===== config.mk =====
export PLATFORM = sky130hd
export DESIGN_NAME = mult_arbiter
export DESIGN_NICKNAME = d
export VERILOG_FILES = /design/src/rtl/mult_arb_pkg.sv /design/src/rtl/multiplier.sv /design/src/rtl/rr_arbiter.sv /design/src/rtl/mult_arbiter.sv
export SDC_FILE = /design/constraint.sdc
export NUM_CORES = 2
export LEC_CHECK = 0
export ABC_AREA = 1
export BUFFER_PORTS_ARGS = -buffer_cell sky130_fd_sc_hd__buf_4
export CELL_PAD_IN_SITES_DETAIL_PLACEMENT = 2
export CELL_PAD_IN_SITES_GLOBAL_PLACEMENT = 2
export CORE_AREA = 2 2 283 285
export DETAILED_ROUTE_END_ITERATION = 7
export DIE_AREA = 0 0 285 287
export PLACE_DENSITY_LB_ADDON = 0.1
export SKIP_LAST_GASP = 1
export SYNTH_ARGS = -nofsm -noshare
export SYNTH_HDL_FRONTEND = slang
export SYNTH_HIERARCHICAL = 1
export SYNTH_SLANG_ARGS = --single-unit
export TNS_END_PERCENT = 10

===== constraint.sdc =====
create_clock -name clk -period 8.36 [get_ports clk]
set_input_delay 0.418 -clock clk [delete_from_list [all_inputs] [get_ports clk]]
set_output_delay 0.418 -clock clk [all_outputs]
set_load 0.01 [all_outputs]

===== src/rtl/mult_arb_pkg.sv =====
// Shared types, default sizes and the round-robin pick helper for the
// multiplier arbiter.
package mult_arb_pkg;

    localparam int MULT_SIZE    = 24;
    localparam int MULT_NUM_REQ = 4;
    localparam int MULT_ID_W    = $clog2(MULT_NUM_REQ);
    localparam int RR_MAX_REQ   = 32;

    typedef struct packed {
        logic [MULT_SIZE-1:0] a;
        logic [MULT_SIZE-1:0] b;
        logic [MULT_ID_W-1:0] id;
    } mult_req_t;

    // First set bit at or after ptr+1 (mod n); -1 when nothing is requesting.
    // Walks from farthest to nearest so the nearest hit is the one that sticks.
    function automatic int rr_next(input logic [RR_MAX_REQ-1:0] req,
                                   input int ptr, input int n);
        int idx;
        rr_next = -1;
        for (int k = RR_MAX_REQ; k >= 1; k--) begin
            if (k <= n) begin
                idx = (ptr + k) % n;
                if (req[idx]) rr_next = idx;
            end
        end
    endfunction

endpackage


===== src/rtl/multiplier.sv =====
// Unsigned SIZE x SIZE -> 2*SIZE combinational multiplier shared by the FPU.
module multiplier #(
    parameter int SIZE = 24
) (
    input  logic [SIZE-1:0]   a,
    input  logic [SIZE-1:0]   b,
    output logic [2*SIZE-1:0] p
);

    assign p = {{SIZE{1'b0}}, a} * {{SIZE{1'b0}}, b};

endmodule


===== src/rtl/rr_arbiter.sv =====
// Round-robin grant generator; the pointer only moves on a completed handshake.
module rr_arbiter
    import mult_arb_pkg::*;
#(
    parameter int NUM_REQ = MULT_NUM_REQ,
    parameter int ID_W    = $clog2(NUM_REQ)
) (
    input  logic               clk,
    input  logic               rst_n,
    input  logic [NUM_REQ-1:0] req_i,
    input  logic               accept_i,
    output logic [NUM_REQ-1:0] grant_o,
    output logic [ID_W-1:0]    grant_id_o
);

    logic [ID_W-1:0] ptr_q, ptr_d;
    int              pick;

    always_comb begin
        grant_o    = '0;
        grant_id_o = '0;
        pick       = rr_next(RR_MAX_REQ'(req_i), int'(ptr_q), NUM_REQ);
        if (pick >= 0) begin
            grant_id_o          = ID_W'(pick);
            grant_o[grant_id_o] = 1'b1;
        end
        ptr_d = accept_i ? grant_id_o : ptr_q;
    end

    always_ff @(posedge clk or negedge rst_n) begin
        if (!rst_n) ptr_q <= ID_W'(NUM_REQ - 1);
        else        ptr_q <= ptr_d;
    end

endmodule


===== src/rtl/mult_arbiter.sv =====
// Shares one multiplier among NUM_REQ requesters: arbitrate -> S1 -> (S1b) -> S2.
// Define MULT_ARBITER_PIPE_EN to add the S1b register after the multiplier.
module mult_arbiter
    import mult_arb_pkg::*;
#(
    parameter int SIZE    = MULT_SIZE,
    parameter int NUM_REQ = MULT_NUM_REQ,
    parameter int ID_W    = $clog2(NUM_REQ)
) (
    input  logic                    clk,
    input  logic                    rst_n,
    input  logic [NUM_REQ-1:0]      req_valid,
    output logic [NUM_REQ-1:0]      req_ready,
    input  logic [NUM_REQ*SIZE-1:0] req_a,
    input  logic [NUM_REQ*SIZE-1:0] req_b,
    output logic                    res_valid,
    input  logic                    res_ready,
    output logic [2*SIZE-1:0]       res_out,
    output logic [ID_W-1:0]         res_id
);

    logic                s1_valid_q, s1_valid_d;
    logic [SIZE-1:0]     s1_a_q, s1_a_d, s1_b_q, s1_b_d;
    logic [ID_W-1:0]     s1_id_q, s1_id_d;
    logic                res_valid_q, res_valid_d;
    logic [2*SIZE-1:0]   res_out_q, res_out_d;
    logic [ID_W-1:0]     res_id_q, res_id_d;

    logic [2*SIZE-1:0]   prod;
    logic                s2_src_valid;
    logic [2*SIZE-1:0]   s2_src_p;
    logic [ID_W-1:0]     s2_src_id;
    logic                s2_load, s1_leave, s1_free, accept;
    logic [NUM_REQ-1:0]  grant;
    logic [ID_W-1:0]     grant_id;

    rr_arbiter #(.NUM_REQ(NUM_REQ), .ID_W(ID_W)) u_arb (
        .clk        (clk),
        .rst_n      (rst_n),
        .req_i      (req_valid),
        .accept_i   (accept),
        .grant_o    (grant),
        .grant_id_o (grant_id)
    );

    multiplier #(.SIZE(SIZE)) u_mult (
        .a (s1_a_q),
        .b (s1_b_q),
        .p (prod)
    );

`ifdef MULT_ARBITER_PIPE_EN
    logic              s1b_valid_q, s1b_valid_d;
    logic [2*SIZE-1:0] s1b_p_q, s1b_p_d;
    logic [ID_W-1:0]   s1b_id_q, s1b_id_d;

    assign s1_leave     = s1_valid_q & (!s1b_valid_q | s2_load);
    assign s2_src_valid = s1b_valid_q;
    assign s2_src_p     = s1b_p_q;
    assign s2_src_id    = s1b_id_q;

    always_comb begin
        s1b_valid_d = s1b_valid_q;
        s1b_p_d     = s1b_p_q;
        s1b_id_d    = s1b_id_q;
        if (s1_leave) begin
            s1b_valid_d = 1'b1;
            s1b_p_d     = prod;
            s1b_id_d    = s1_id_q;
        end else if (s2_load) begin
            s1b_valid_d = 1'b0;
        end
    end

    always_ff @(posedge clk or negedge rst_n) begin
        if (!rst_n) begin
            s1b_valid_q <= 1'b0;
            s1b_p_q     <= '0;
            s1b_id_q    <= '0;
        end else begin
            s1b_valid_q <= s1b_valid_d;
            s1b_p_q     <= s1b_p_d;
            s1b_id_q    <= s1b_id_d;
        end
    end
`else
    assign s1_leave     = s2_load;
    assign s2_src_valid = s1_valid_q;
    assign s2_src_p     = prod;
    assign s2_src_id    = s1_id_q;
`endif

    assign s2_load   = s2_src_valid & (!res_valid_q | res_ready);
    assign s1_free   = !s1_valid_q | s1_leave;
    assign accept    = s1_free & (|req_valid);
    assign req_ready = accept ? grant : '0;

    always_comb begin
        s1_valid_d  = s1_valid_q;
        s1_a_d      = s1_a_q;
        s1_b_d      = s1_b_q;
        s1_id_d     = s1_id_q;
        res_valid_d = res_valid_q;
        res_out_d   = res_out_q;
        res_id_d    = res_id_q;
        if (accept) begin
            s1_valid_d = 1'b1;
            s1_a_d     = req_a[grant_id*SIZE +: SIZE];
            s1_b_d     = req_b[grant_id*SIZE +: SIZE];
            s1_id_d    = grant_id;
        end else if (s1_leave) begin
            s1_valid_d = 1'b0;
        end
        if (s2_load) begin
            res_valid_d = 1'b1;
            res_out_d   = s2_src_p;
            res_id_d    = s2_src_id;
        end else if (res_ready) begin
            res_valid_d = 1'b0;
        end
    end

    always_ff @(posedge clk or negedge rst_n) begin
        if (!rst_n) begin
            s1_valid_q  <= 1'b0;
            s1_a_q      <= '0;
            s1_b_q      <= '0;
            s1_id_q     <= '0;
            res_valid_q <= 1'b0;
            res_out_q   <= '0;
            res_id_q    <= '0;
        end else begin
            s1_valid_q  <= s1_valid_d;
            s1_a_q      <= s1_a_d;
            s1_b_q      <= s1_b_d;
            s1_id_q     <= s1_id_d;
            res_valid_q <= res_valid_d;
            res_out_q   <= res_out_d;
            res_id_q    <= res_id_d;
        end
    end

    assign res_valid = res_valid_q;
    assign res_out   = res_out_q;
    assign res_id    = res_id_q;

endmodule


==> impl_results.md <==
- Status: finished, final reports clean
- Max_cap viols: 0
- Rows: 103
- Critical Path Max Stage Delay: 1.07 ns
- R2r worst-path depth: 24
- Starting density of the core: 0.347
- Critical-path top delay cell: dfrtp_1
- Synth Net Count: 4806
- Reg clk slew, reported paths: 0.11 ns
- DRC errors left: 0
- Largest delay share family, worst path: adder cells
- Max-slew violation count: 0
- Final hold vios: 0
- Largest cells by area after synthesis: fa_1 35%, nand2_1 20%, inv_1 17%, dfrtp_1 9.4%, ha_1 8.0%
- Final setup margin: 1.30 ns
- WL per Instance: 19.8 um
- Yosys top cell area share: 0.354
- Slew at the pin closest to its max-slew limit: 1.24 ns
- Reg2reg setup slack: 1.30 ns
- Period Utilization, post-route: 0.844
- H-tree levels: 3
- Fill cell count: 9566
- Die height: 287 um
- CP startpoint kind: flip-flop
- Top cell by count, worst path: fa_1
- First-pass GRT wire length: 162000 um
- Hold endpoint: s1_valid_q
- Share of cells above drive strength 1: 0.0994
- Clock sink count: 104
- Layout area overhead: 12.0%
- RR Startpoint: s1_a_q[18]
- Nets: 4975
- Setup_tns: 0 ns
- Post-cts gate resize count: 0
- Critical Path End Type: flip-flop
- Die area: 81800 um^2
- CTS tree: built
- RD Place Congestion: 0.828
- Setup violators final: 0
- Initial antenna violation count: 1
- Crit path kind: flip-flop to flip-flop
- Buf/Inv on CP: 6
- CTS Hold Buffers Added: 1
- Post-layout util: 0.388
- Congestion Overflow GR: 0
- Synthesized flop and latch total: 104
- Synth Flop Type: dfrtp_1
- Cell taking the most area after synthesis: fa_1
- Post-Synthesis Cells: 3951
- Total Routed Length: 102000 um
- Synth cell types: 32
- Vias in the first global route: 28000
- Hold Crit Start: res_ready
- Detailed-route via count: 24100
- F_max: 142 MHz
- Total core area: 78600 um^2
- EDFF count, synth: 0
- Synthesized area: 27300 um^2
- CTS Buffer Depth: 2
- Post-CTS Setup Bufs: 0
- Via-per-instance ratio: 4.66
- I/O pin cnt: 254
- Worst endpoint data arrival time: 7.39 ns
- Crit path cell chain: buf_4 > nand2_1 > fa_1 > inv_1 > fa_1 > inv_1 > fa_1 > inv_1 > fa_1 > fa_1 > fa_1 > inv_1 > fa_1 > inv_1 > ha_1 > nand2_1 > nor2_1 > nand2_1 > nor2_1 > nand2_1 > nand3_1 > xor2_1 > nand3_1 > nand2_1
- Most frequent cells after synthesis: 1416 x nand2_1, 1219 x inv_1, 482 x fa_1, 181 x nand3_1, 174 x ha_1
- Clock Latency Late Sink: 0.42 ns
- Relative slew slack: 0.176
- R2r endpoint: res_out[30]
- Post-DP HPWL: 85600 um
- Mean Syn Cell Area: 6.90 um^2
- Routed Antenna Nets: 0
- Tmin final: 7.06 ns
- Largest net degree at the start of global routing: 85
- Hold Path Stages: 4
- CTS root buffer: clkbuf_16
- Synth warnings: 6
- Hold Crit Class: input pin to flip-flop
- Worst-path fanout max: 17
- # port buffers: 253
- Unrepaired setup endpoints after global routing: no
- Count leader, synth: nand2_1
- Iteration-0 DRC Markers: 1043
- Worst slack, placed: 1.33 ns
- Die width: 285 um
- CTS Buf Count: 9
- Worst hold margin: 0.289 ns
- Clock skew: 0.0378 ns
- Iteration count of the initial detailed-routing pass: 5
- Register area share after synthesis: 0.0956
- CP required: 8.70 ns
- Total track usage: 0.260
- Ys async rst share: 1.00
## kinds of logic after synthesis
group           after synthesis  share of synthesized area
flops                       104                     0.0956
fa+ha+maj                   656                      0.434
simple gates               1736                      0.258
xor+xnor                     27                    0.00868
compound gates               46                    0.00932
buf+inv                    1382                      0.195
## sequential cells by signal, summed over array words and instances (netlist names)
name	cells
res_valid	1
s1_valid_q	1
s1_a_q	24
u_arb/ptr_q	2
s1_id_q	2
s1_b_q	24
res_id	2
res_out	48
## layout make-up
type	count	area (um^2)	share of cell area
Sequential cell	104	2610	0.0854
Tap cell	1050	1310	0.0430
Timing Repair Buffer	313	2350	0.0770
Inverter	1227	4610	0.151
Multi-Input combinational cell	2465	19300	0.634
Clock inverter	6	61.3	0.00201
Antenna cell	1	2.50	0.0000820
Clock buffer	10	239	0.00783
## how the worst max path moves through the flow
stage               depth (start not counted)           to  slack (ns)       start
global route                               24  res_out[43]        0.89  s1_b_q[18]
floorplan                                  29  res_out[34]        2.49   s1_b_q[3]
CTS                                        26  res_out[44]        1.29   s1_b_q[3]
detailed placement                         26  res_out[44]        1.33   s1_b_q[3]
finish                                     24  res_out[30]        1.30  s1_a_q[18]
global placement                           26  res_out[37]        1.45   s1_b_q[3]
## per-layer routing
metal  routed length [um]  global-route usage
met5                    0                   0
met4                 1800              0.0475
met3                 4220              0.0312
met2                50700               0.459
met1                45600               0.345
## tightest hold or removal path: stages
cell	delay (ns)
buf_4	0.07
inv_1	0.05
nand3_2	0.07
nand2_1	0.06
## cells in the final DEF (no fill, tap or decap), types with 29 or more instances in the layout
master and n:
buf_4 312, fa_1 482, ha_1 174, inv_1 1218
a21oi_1 29, dfrtp_1 101, nand2_1 1414, nand3_1 181
nor2_1 61, nand2_2 30
## stage by stage
step	std cells	area (um^2)
6_report	5176	30500
5_1_grt	5176	30500
4_1_cts	5175	30500
3_5_place_dp	5158	30200
3_3_place_gp	5158	30200
2_1_floorplan	3951	27300
Power is not shown: default switching activity piles up to over one toggle a cycle in this logic, so the estimate is an artifact.
